`src/rtl/key_uart_tx.sv`:
```
// key_uart_tx: sends the 4-byte report "K<hh>\n" over 8N1 UART for each new key press,
// then returns a one-cycle done pulse on fd to release the key stage.
module key_uart_tx #(
   parameter int unsigned CLK_FREQ = 50_000_000,
   parameter int unsigned BAUD     = 115200
) (
   input  logic       clk,
   input  logic       rst,
   input  logic       fs,
   output logic       fd,
   output logic       tx,
   output logic       busy,
   output logic [7:0] cnt
);
   localparam int unsigned BAUD_DIV  = CLK_FREQ / BAUD;
   localparam int unsigned BIT_CNT_W = 16;
   localparam logic [BIT_CNT_W-1:0] BIT_LAST = BIT_CNT_W'(BAUD_DIV - 1);

   typedef enum logic [2:0] {
      S_IDLE, S_LOAD, S_START, S_DATA, S_STOP, S_DONE
   } state_t;

   state_t               state;
   logic                 fs_last;
   logic [BIT_CNT_W-1:0] bit_cnt;
   logic [2:0]           bit_idx;
   logic [1:0]           byte_idx;
   logic [7:0]           shift;
   logic                 bit_end;

   assign bit_end = (bit_cnt == BIT_LAST);

   function automatic logic [7:0] hex_char(input logic [3:0] n);
      return (n < 4'd10) ? (8'h30 + {4'h0, n}) : (8'h37 + {4'h0, n});
   endfunction

   function automatic logic [7:0] report_byte(input logic [1:0] idx, input logic [7:0] c);
      case (idx)
         2'd0:    return 8'h4B;
         2'd1:    return hex_char(c[7:4]);
         2'd2:    return hex_char(c[3:0]);
         default: return 8'h0A;
      endcase
   endfunction

   // Outputs are registered from the current state, so tx trails the state by one cycle.
   always_ff @(posedge clk) begin
      if (rst) begin
         state    <= S_IDLE;
         fs_last  <= 1'b0;
         bit_cnt  <= '0;
         bit_idx  <= '0;
         byte_idx <= '0;
         shift    <= '0;
         cnt      <= '0;
         tx       <= 1'b1;
         fd       <= 1'b0;
         busy     <= 1'b0;
      end else begin
         fs_last <= fs;
         fd      <= 1'b0;
         case (state)
            S_IDLE: begin
               tx   <= 1'b1;
               busy <= 1'b0;
               if (fs && !fs_last) begin
                  cnt      <= cnt + 8'd1;
                  byte_idx <= '0;
                  state    <= S_LOAD;
               end
            end
            S_LOAD: begin
               tx      <= 1'b1;
               busy    <= 1'b1;
               shift   <= report_byte(byte_idx, cnt);
               bit_cnt <= '0;
               bit_idx <= '0;
               state   <= S_START;
            end
            S_START: begin
               tx      <= 1'b0;
               bit_cnt <= bit_end ? '0 : bit_cnt + BIT_CNT_W'(1);
               if (bit_end) state <= S_DATA;
            end
            S_DATA: begin
               tx      <= shift[0];
               bit_cnt <= bit_end ? '0 : bit_cnt + BIT_CNT_W'(1);
               if (bit_end) begin
                  shift <= {1'b0, shift[7:1]};
                  if (bit_idx == 3'd7) state <= S_STOP;
                  else bit_idx <= bit_idx + 3'd1;
               end
            end
            S_STOP: begin
               tx      <= 1'b1;
               bit_cnt <= bit_end ? '0 : bit_cnt + BIT_CNT_W'(1);
               if (bit_end) begin
                  if (byte_idx != 2'd3) begin
                     byte_idx <= byte_idx + 2'd1;
                     state    <= S_LOAD;
                  end else begin
                     state <= S_DONE;
                  end
               end
            end
            S_DONE: begin
               tx    <= 1'b1;
               fd    <= 1'b1;
               busy  <= 1'b1;
               state <= S_IDLE;
            end
            default: state <= S_IDLE;
         endcase
      end
   end
endmodule

```
`config.mk`:
```
export PLATFORM = sky130hd
export DESIGN_NAME = key_uart_tx
export DESIGN_NICKNAME = d
export VERILOG_FILES = /design/src/rtl/key_uart_tx.sv
export SDC_FILE = /design/constraint.sdc
export NUM_CORES = 1
export LEC_CHECK = 0
export BUFFER_PORTS_ARGS = -buffer_cell sky130_fd_sc_hd__buf_4
export CAP_MARGIN = 20
export CORE_ASPECT_RATIO = 1.5
export CORE_MARGIN = 1.5
export CORE_UTILIZATION = 65
export CTS_CLUSTER_DIAMETER = 80
export DETAILED_ROUTE_END_ITERATION = 10
export GPL_TIMING_DRIVEN = 0
export PLACE_DENSITY = 0.88
export SYNTH_ARGS = -nofsm -noshare
export SYNTH_HDL_FRONTEND = slang
export SYNTH_SLANG_ARGS = --single-unit
export TNS_END_PERCENT = 20
```
`constraint.sdc`:
```
create_clock -name clk -period 3.9 [get_ports clk]
set_clock_uncertainty 0.2 [all_clocks]
set_input_delay 0.39 -clock clk [delete_from_list [all_inputs] [get_ports clk]]
set_output_delay 0.39 -clock clk [all_outputs]
set_load 0.02 [all_outputs]
```
-- Yosys cells after proc, flatten, opt, wreduce, memory -nomap -nowiden
Cells that the tools add are included.
- register bits: 44
- output and inout port bits: 11
- add/sub/neg operators: 8
- $lt $le $gt $ge: 2
- equality and inequality tests: 17
- multiplexer cells: 24
- reductions and logical operators: 17
- operators by type and width (operator ; count):
    one-hot mux 16 bit (2 select lines) ; 1
    adder 6 x 4 -> 7 bit (first input constant) ; 4
    two-way mux 3 bit ; 8
    one-hot mux 7 bit (3 select lines) ; 1
    adder 16 x 1 -> 16 bit (second input constant) ; 1
    == test 16 x 9 -> 1 bit (second input constant) ; 1
    two-way mux 16 bit ; 1
    inequality test 2 bit (second input constant) ; 8
    one-hot mux 8 bit (2 select lines) ; 1
    one-hot mux 3 bit (5 select lines) ; 1
    two-way mux 7 bit ; 2
    == test 3 bit (second input constant) ; 3
    adder 8 x 1 -> 8 bit (second input constant) ; 1
    less-than comparator 4 bit (second input constant) ; 2
    two-way mux 8 bit ; 1
    nonzero test 2 bit ; 4
    == test 3 x 2 -> 1 bit (second input constant) ; 2
    two-way mux 2 bit ; 3
    one-hot mux 3 bit (2 select lines) ; 1
    AND reduction 5 bit ; 1
    one-hot mux 2 bit (2 select lines) ; 1
    AND reduction 2 bit ; 2
    AND reduction 4 bit ; 1
    OR reduction 4 bit ; 1
    other kinds (16) ; 16

-- Logic depth before layout (Yosys ltp)
- depth after elaboration: 4
- gate-level depth with buffers: 9
- mapped depth without buffers: 7

-- Least setup slack after synthesis
OpenSTA, ideal clock, no wires.
- path type: reg2reg
- from: register cnt[4]
- to: register shift[6]
- library setup time: 71 ps
- arrival time: 1626 ps
- required time: 3629 ps
- setup slack: 2003 ps
- cell stages (with the launch flop): 8
- path buffers: 0
- clock period less this slack: 1897 ps
- cell sequence: dfxtp_1 > inv_1 > ha_1 > nor2b_1 > or2_1 > a31oi_1 > a2111o_1 > a21oi_1
- longest elaborated chain between the ends: 4
- elaborated cells between the ends (all ways): 6
- classes of those cells: add/sub (2); order compare (1); mux (3)
- RTL lines (what ; RTL line ; text):
    start, declared ; 13 ; output logic [7:0] cnt
    start signal, assigned ; 67 ; cnt <= cnt + 8'd1;
    adder 6 x 4 -> 7 bit / less-than comparator 4 bit (equally long branches) ; 34 ; return (n < 4'd10) ? (8'h30 + {4'h0, n}) : (8'h37 + {4'h0, n});
    two-way mux 7 bit * ; 34 ;
    one-hot mux 7 bit (3 select lines) * ; 38 ; case (idx)
    one-hot mux 8 bit (2 select lines) * ; 62 ; case (state)
    end signal, assigned ; 75 ; shift <= report_byte(byte_idx, cnt);
    end signal, assigned ; 89 ; shift <= {1'b0, shift[7:1]};
    end, declared ; 28 ; logic [7:0] shift;
Mark *: on every way between the ends. The rest lies on a longest branch, timed or not.
A chain may end at the register's enable or synchronous reset.

-- Worst setup path after layout
- from: register bit_cnt[0]
- to: register shift[5]
- longest elaborated chain between the ends: 3
- RTL lines (what ; RTL line ; text):
    start, declared ; 25 ; logic [BIT_CNT_W-1:0] bit_cnt;
    start signal, assigned ; 82 ; bit_cnt <= bit_end ? '0 : bit_cnt + BIT_CNT_W'(1);
    start signal, assigned ; 87 ; bit_cnt <= bit_end ? '0 : bit_cnt + BIT_CNT_W'(1);
    start signal, assigned ; 96 ; bit_cnt <= bit_end ? '0 : bit_cnt + BIT_CNT_W'(1);
    == test 16 x 9 -> 1 bit ; 31 ; assign bit_end = (bit_cnt == BIT_LAST);
    inequality test 2 bit (no source line) ; n/a ;
    AND reduction 2 bit (no source line) ; n/a ;
No other way between the ends.

==> key figures <==
Timing
  • RSZ-0062 raised after global routing: no
  • Relative slew slack: 51.6%
  • Fmax: 458 MHz
  • Max Slew Vio Count: 0
  • Worst Tran Pin Value: 721 ps
  • Setup TNS: 0 ps
  • Tmin final: 2180 ps
  • Hold slack: 115 ps
  • Crit share post-route: 56.0%
  • Final setup viols: 0
  • Final hold vios: 0

CTS
  • CTS resizes: 0
  • Inserted Clock Buffers: 5
  • Post-CTS Hold Fix Bufs: 0
  • Clock Sinks: 43
  • Root buffer cell: clkbuf_8
  • Setup Fix Bufs, Post-CTS: 0
  • CTS clock-pin slew for the worst setup and hold paths: 80 ps
  • Insertion delay to the later sink of the worst-skew pair: 300 ps
  • Max clock buf depth: 2
  • H-tree levels: 2
  • CTS tree: yes

Placed design
  • Port Buffers: 13
  • Gpl congestion: 0.874
  • Detail Placement HPWL: 4.31 mm
  • DP Cell Count: 348

Layout
  • Ant. Diodes: 0
  • Final core occ: 73.9%
  • Nets: 328
  • Area Growth Syn to Fin: 9.35%
  • Finished Layout Cells: 356
  • Layout cells sized above 1: 12.8%

Synthesis
  • Sequential area share after synthesis: 34.6%
  • Ys async rst share: 0%
  • Mapped Nets: 308
  • Post-Syn Area: 2490 um2
  • Synth warn: 0
  • Synth top cells by count: 43 x dfxtp_1, 32 x nor2_1, 22 x nand2_1, 18 x a21oi_1, 15 x nand3_1
  • Synthesized instance count: 292
  • Yosys reg bits: 43
  • Synth Flop Type: dfxtp_1
  • Area leader, netlist: dfxtp_1
  • Post-synth EDFFs: 0
  • Distinct cells, synth: 57
  • Count leader, synth: dfxtp_1
  • Synth top area cells: dfxtp_1 35%, ha_1 6.5%, nor2_1 4.8%, a21oi_1 3.6%, nand2_1 3.3%
  • Synth top area share: 34.6%
  • Mean Syn Cell Area: 8.52 um2

Detailed routing
  • Post-route ant nets: 0
  • Vias per cell: 6.45
  • Detailed-route DRC error count: 0
  • Initial DRC count: 102
  • Drt first pass iters: 4
  • Final wirelength: 5.91 mm
  • WL met2: 3.19 mm
  • Met1 wire length: 2.16 mm
  • Met3 WL: 271 um
  • DR top layer: met4
  • Vias: 2297
  • WL per Instance: 16.6 um

GRT
  • Vias in the first global route: 2234
  • Total global-route track usage: 30.9%
  • Antenna violations before repair: 0
  • GRT overflow: 0
  • First-pass GRT wire length: 9.79 mm
  • Pin count of the biggest net entering global routing: 13

Setup path
  • CP arrival: 2150 ps
  • R2R Setup Slk: 1720 ps
  • Worst reg2reg path startpoint: bit_cnt[0]$_SDFFE_PP0P_
  • RR Endpoint: shift[5]$_SDFFE_PP0P_
  • Critical Path Sink Type: flip-flop
  • WS Path Type: flip-flop to flip-flop
  • Startpoint types: flip-flop
  • CP required: 3870 ps
  • Worst r2r path cells: 6
  • Worst Path Max Fanout: 7

Die
  • Core area: 3680 um2
  • I/O pin cnt: 14
  • Row cnt: 27
  • Die Ht: 78.8 um
  • Initial Util: 67.6%
  • Die ar.: 4220 um2
  • DIE WIDTH: 53.5 um

Min path
  • Hold depth: 2
  • Hold path startpoint: fs
  • WHS Endpoint: fs_last$_SDFF_PP0_
  • Hold Path Class: input pin to flip-flop

Pwr
  • Static leakage: 1.01 nW
  • Pwr/cell area: 336 nW/um2
  • Total power: 0.913 mW
  • Max VDD drop: 277 uV

Outcome
  • Status: complete, no violations

Job
  • # Max-Cap Violations: 0
==> sequential cells by signal (all words and copies together) (netlist names) <==
register	count
bit_idx	3
byte_idx	2
shift	7
fs_last	1
bit_cnt	16
tx	1
state	3
cnt	8
fd	1
busy	1
==> per-stage QoR <==
step	worst slack [ps]	area, um2
after detailed placement	1770	2640
after global routing	1560	2720
final	1720	2720
after CTS	1730	2720
after floorplan	2000	2490
after global placement	1760	2640
==> worst max-delay path by stage <==
stage                       startpoint               endpoint  slack (ps)  cells after the start
6_report       bit_cnt[0]$_SDFFE_PP0P_  shift[5]$_SDFFE_PP0P_        1720                      6
4_1_cts        bit_cnt[0]$_SDFFE_PP0P_  shift[5]$_SDFFE_PP0P_        1730                      6
5_1_grt        bit_cnt[0]$_SDFFE_PP0P_  shift[5]$_SDFFE_PP0P_        1560                      6
3_3_place_gp   bit_cnt[0]$_SDFFE_PP0P_  shift[5]$_SDFFE_PP0P_        1760                      6
3_5_place_dp   bit_cnt[0]$_SDFFE_PP0P_  shift[5]$_SDFFE_PP0P_        1770                      6
2_1_floorplan      cnt[4]$_SDFFE_PP0P_  shift[6]$_SDFFE_PP0P_        2000                      7
==> area by class of cell <==
| type | instances | area [um2] |
|---|---|---|
| Tap cell | 43 | 53.8 |
| Buffer | 13 | 83.8 |
| Timing Repair Buffer | 13 | 97.6 |
| Clock inverter | 1 | 5.00 |
| Clock buffer | 7 | 76.3 |
| Sequential cell | 43 | 861 |
| Multi-Input combinational cell | 227 | 1510 |
| Inverter | 9 | 33.8 |
| Fill cell | 289 | 961 |
==> routing by layer <==
| metal | track usage [%] | vias up |
|---|---|---|
| li1 | - | 1113 |
| met1 | 30.8 | 1078 |
| met5 | 0 | - |
| met2 | 56.5 | 83 |
| met4 | 18.5 | 0 |
| met3 | 5.08 | 23 |
==> placed cells by master, fill, tap and decap left out, types with 2 or more instances in the layout <==
cell | netlist | routed
a2111o_1 | 2 | 2
a211oi_1 | 4 | 4
a21boi_0 | 2 | 2
a21o_1 | 5 | 5
a21oi_1 | 18 | 18
a22o_1 | 2 | 2
a22oi_1 | 5 | 5
a311oi_1 | 5 | 5
a31oi_1 | 7 | 7
and3_1 | 4 | 4
and4b_1 | 3 | 3
buf_4 | 1 | 14
buf_6 | 4 | 4
clkbuf_1 | 7 | 9
clkbuf_8 | 0 | 5
dfxtp_1 | 43 | 43
ha_1 | 13 | 13
inv_1 | 8 | 8
mux2i_1 | 3 | 3
nand2_1 | 22 | 22
nand2b_1 | 4 | 4
nand3_1 | 15 | 15
nand4_1 | 6 | 6
nor2_1 | 32 | 32
nor2_2 | 2 | 2
nor2_4 | 2 | 2
nor2b_1 | 3 | 3
nor3_1 | 8 | 8
nor4_1 | 3 | 3
nor4_2 | 2 | 2
o211ai_1 | 4 | 4
o21ai_0 | 9 | 9
o21ai_1 | 6 | 6
or2_1 | 2 | 2
or3_1 | 3 | 3
xnor2_1 | 7 | 7
xor2_1 | 5 | 5
==> worst max-delay path: stages, from the launching register on <==
cell	delay (ps)
dfxtp_1	430
ha_1	230
and4b_1	250
nand4_2	310
a21o_1	330
a221oi_1	240
nor3_1	70
==> power breakdown <==
group	leakage, nW	switching [mW]	internal (mW)	total, mW
combinational	0.616	0.101	0.0611	0.162
sequential	0.348	0.0161	0.455	0.471
clock	0.0422	0.154	0.126	0.280
==> kinds of logic (layout without fill, tap and decap cells) <==
family                     count (synthesis)  after routing  synth area share [%]
and+or+nand+nor                          122            122                  27.2
xor gates and xnor gates                  13             13                  4.88
muxes                                      4              4                  1.76
AOI/OAI and AO/OA                         75             75                  20.3
buffers and inverters                     22             43                  4.73
adders and majority gates                 13             13                  6.54
DFF                                       43             43                  34.6
(Power assumes the default switching activity.)
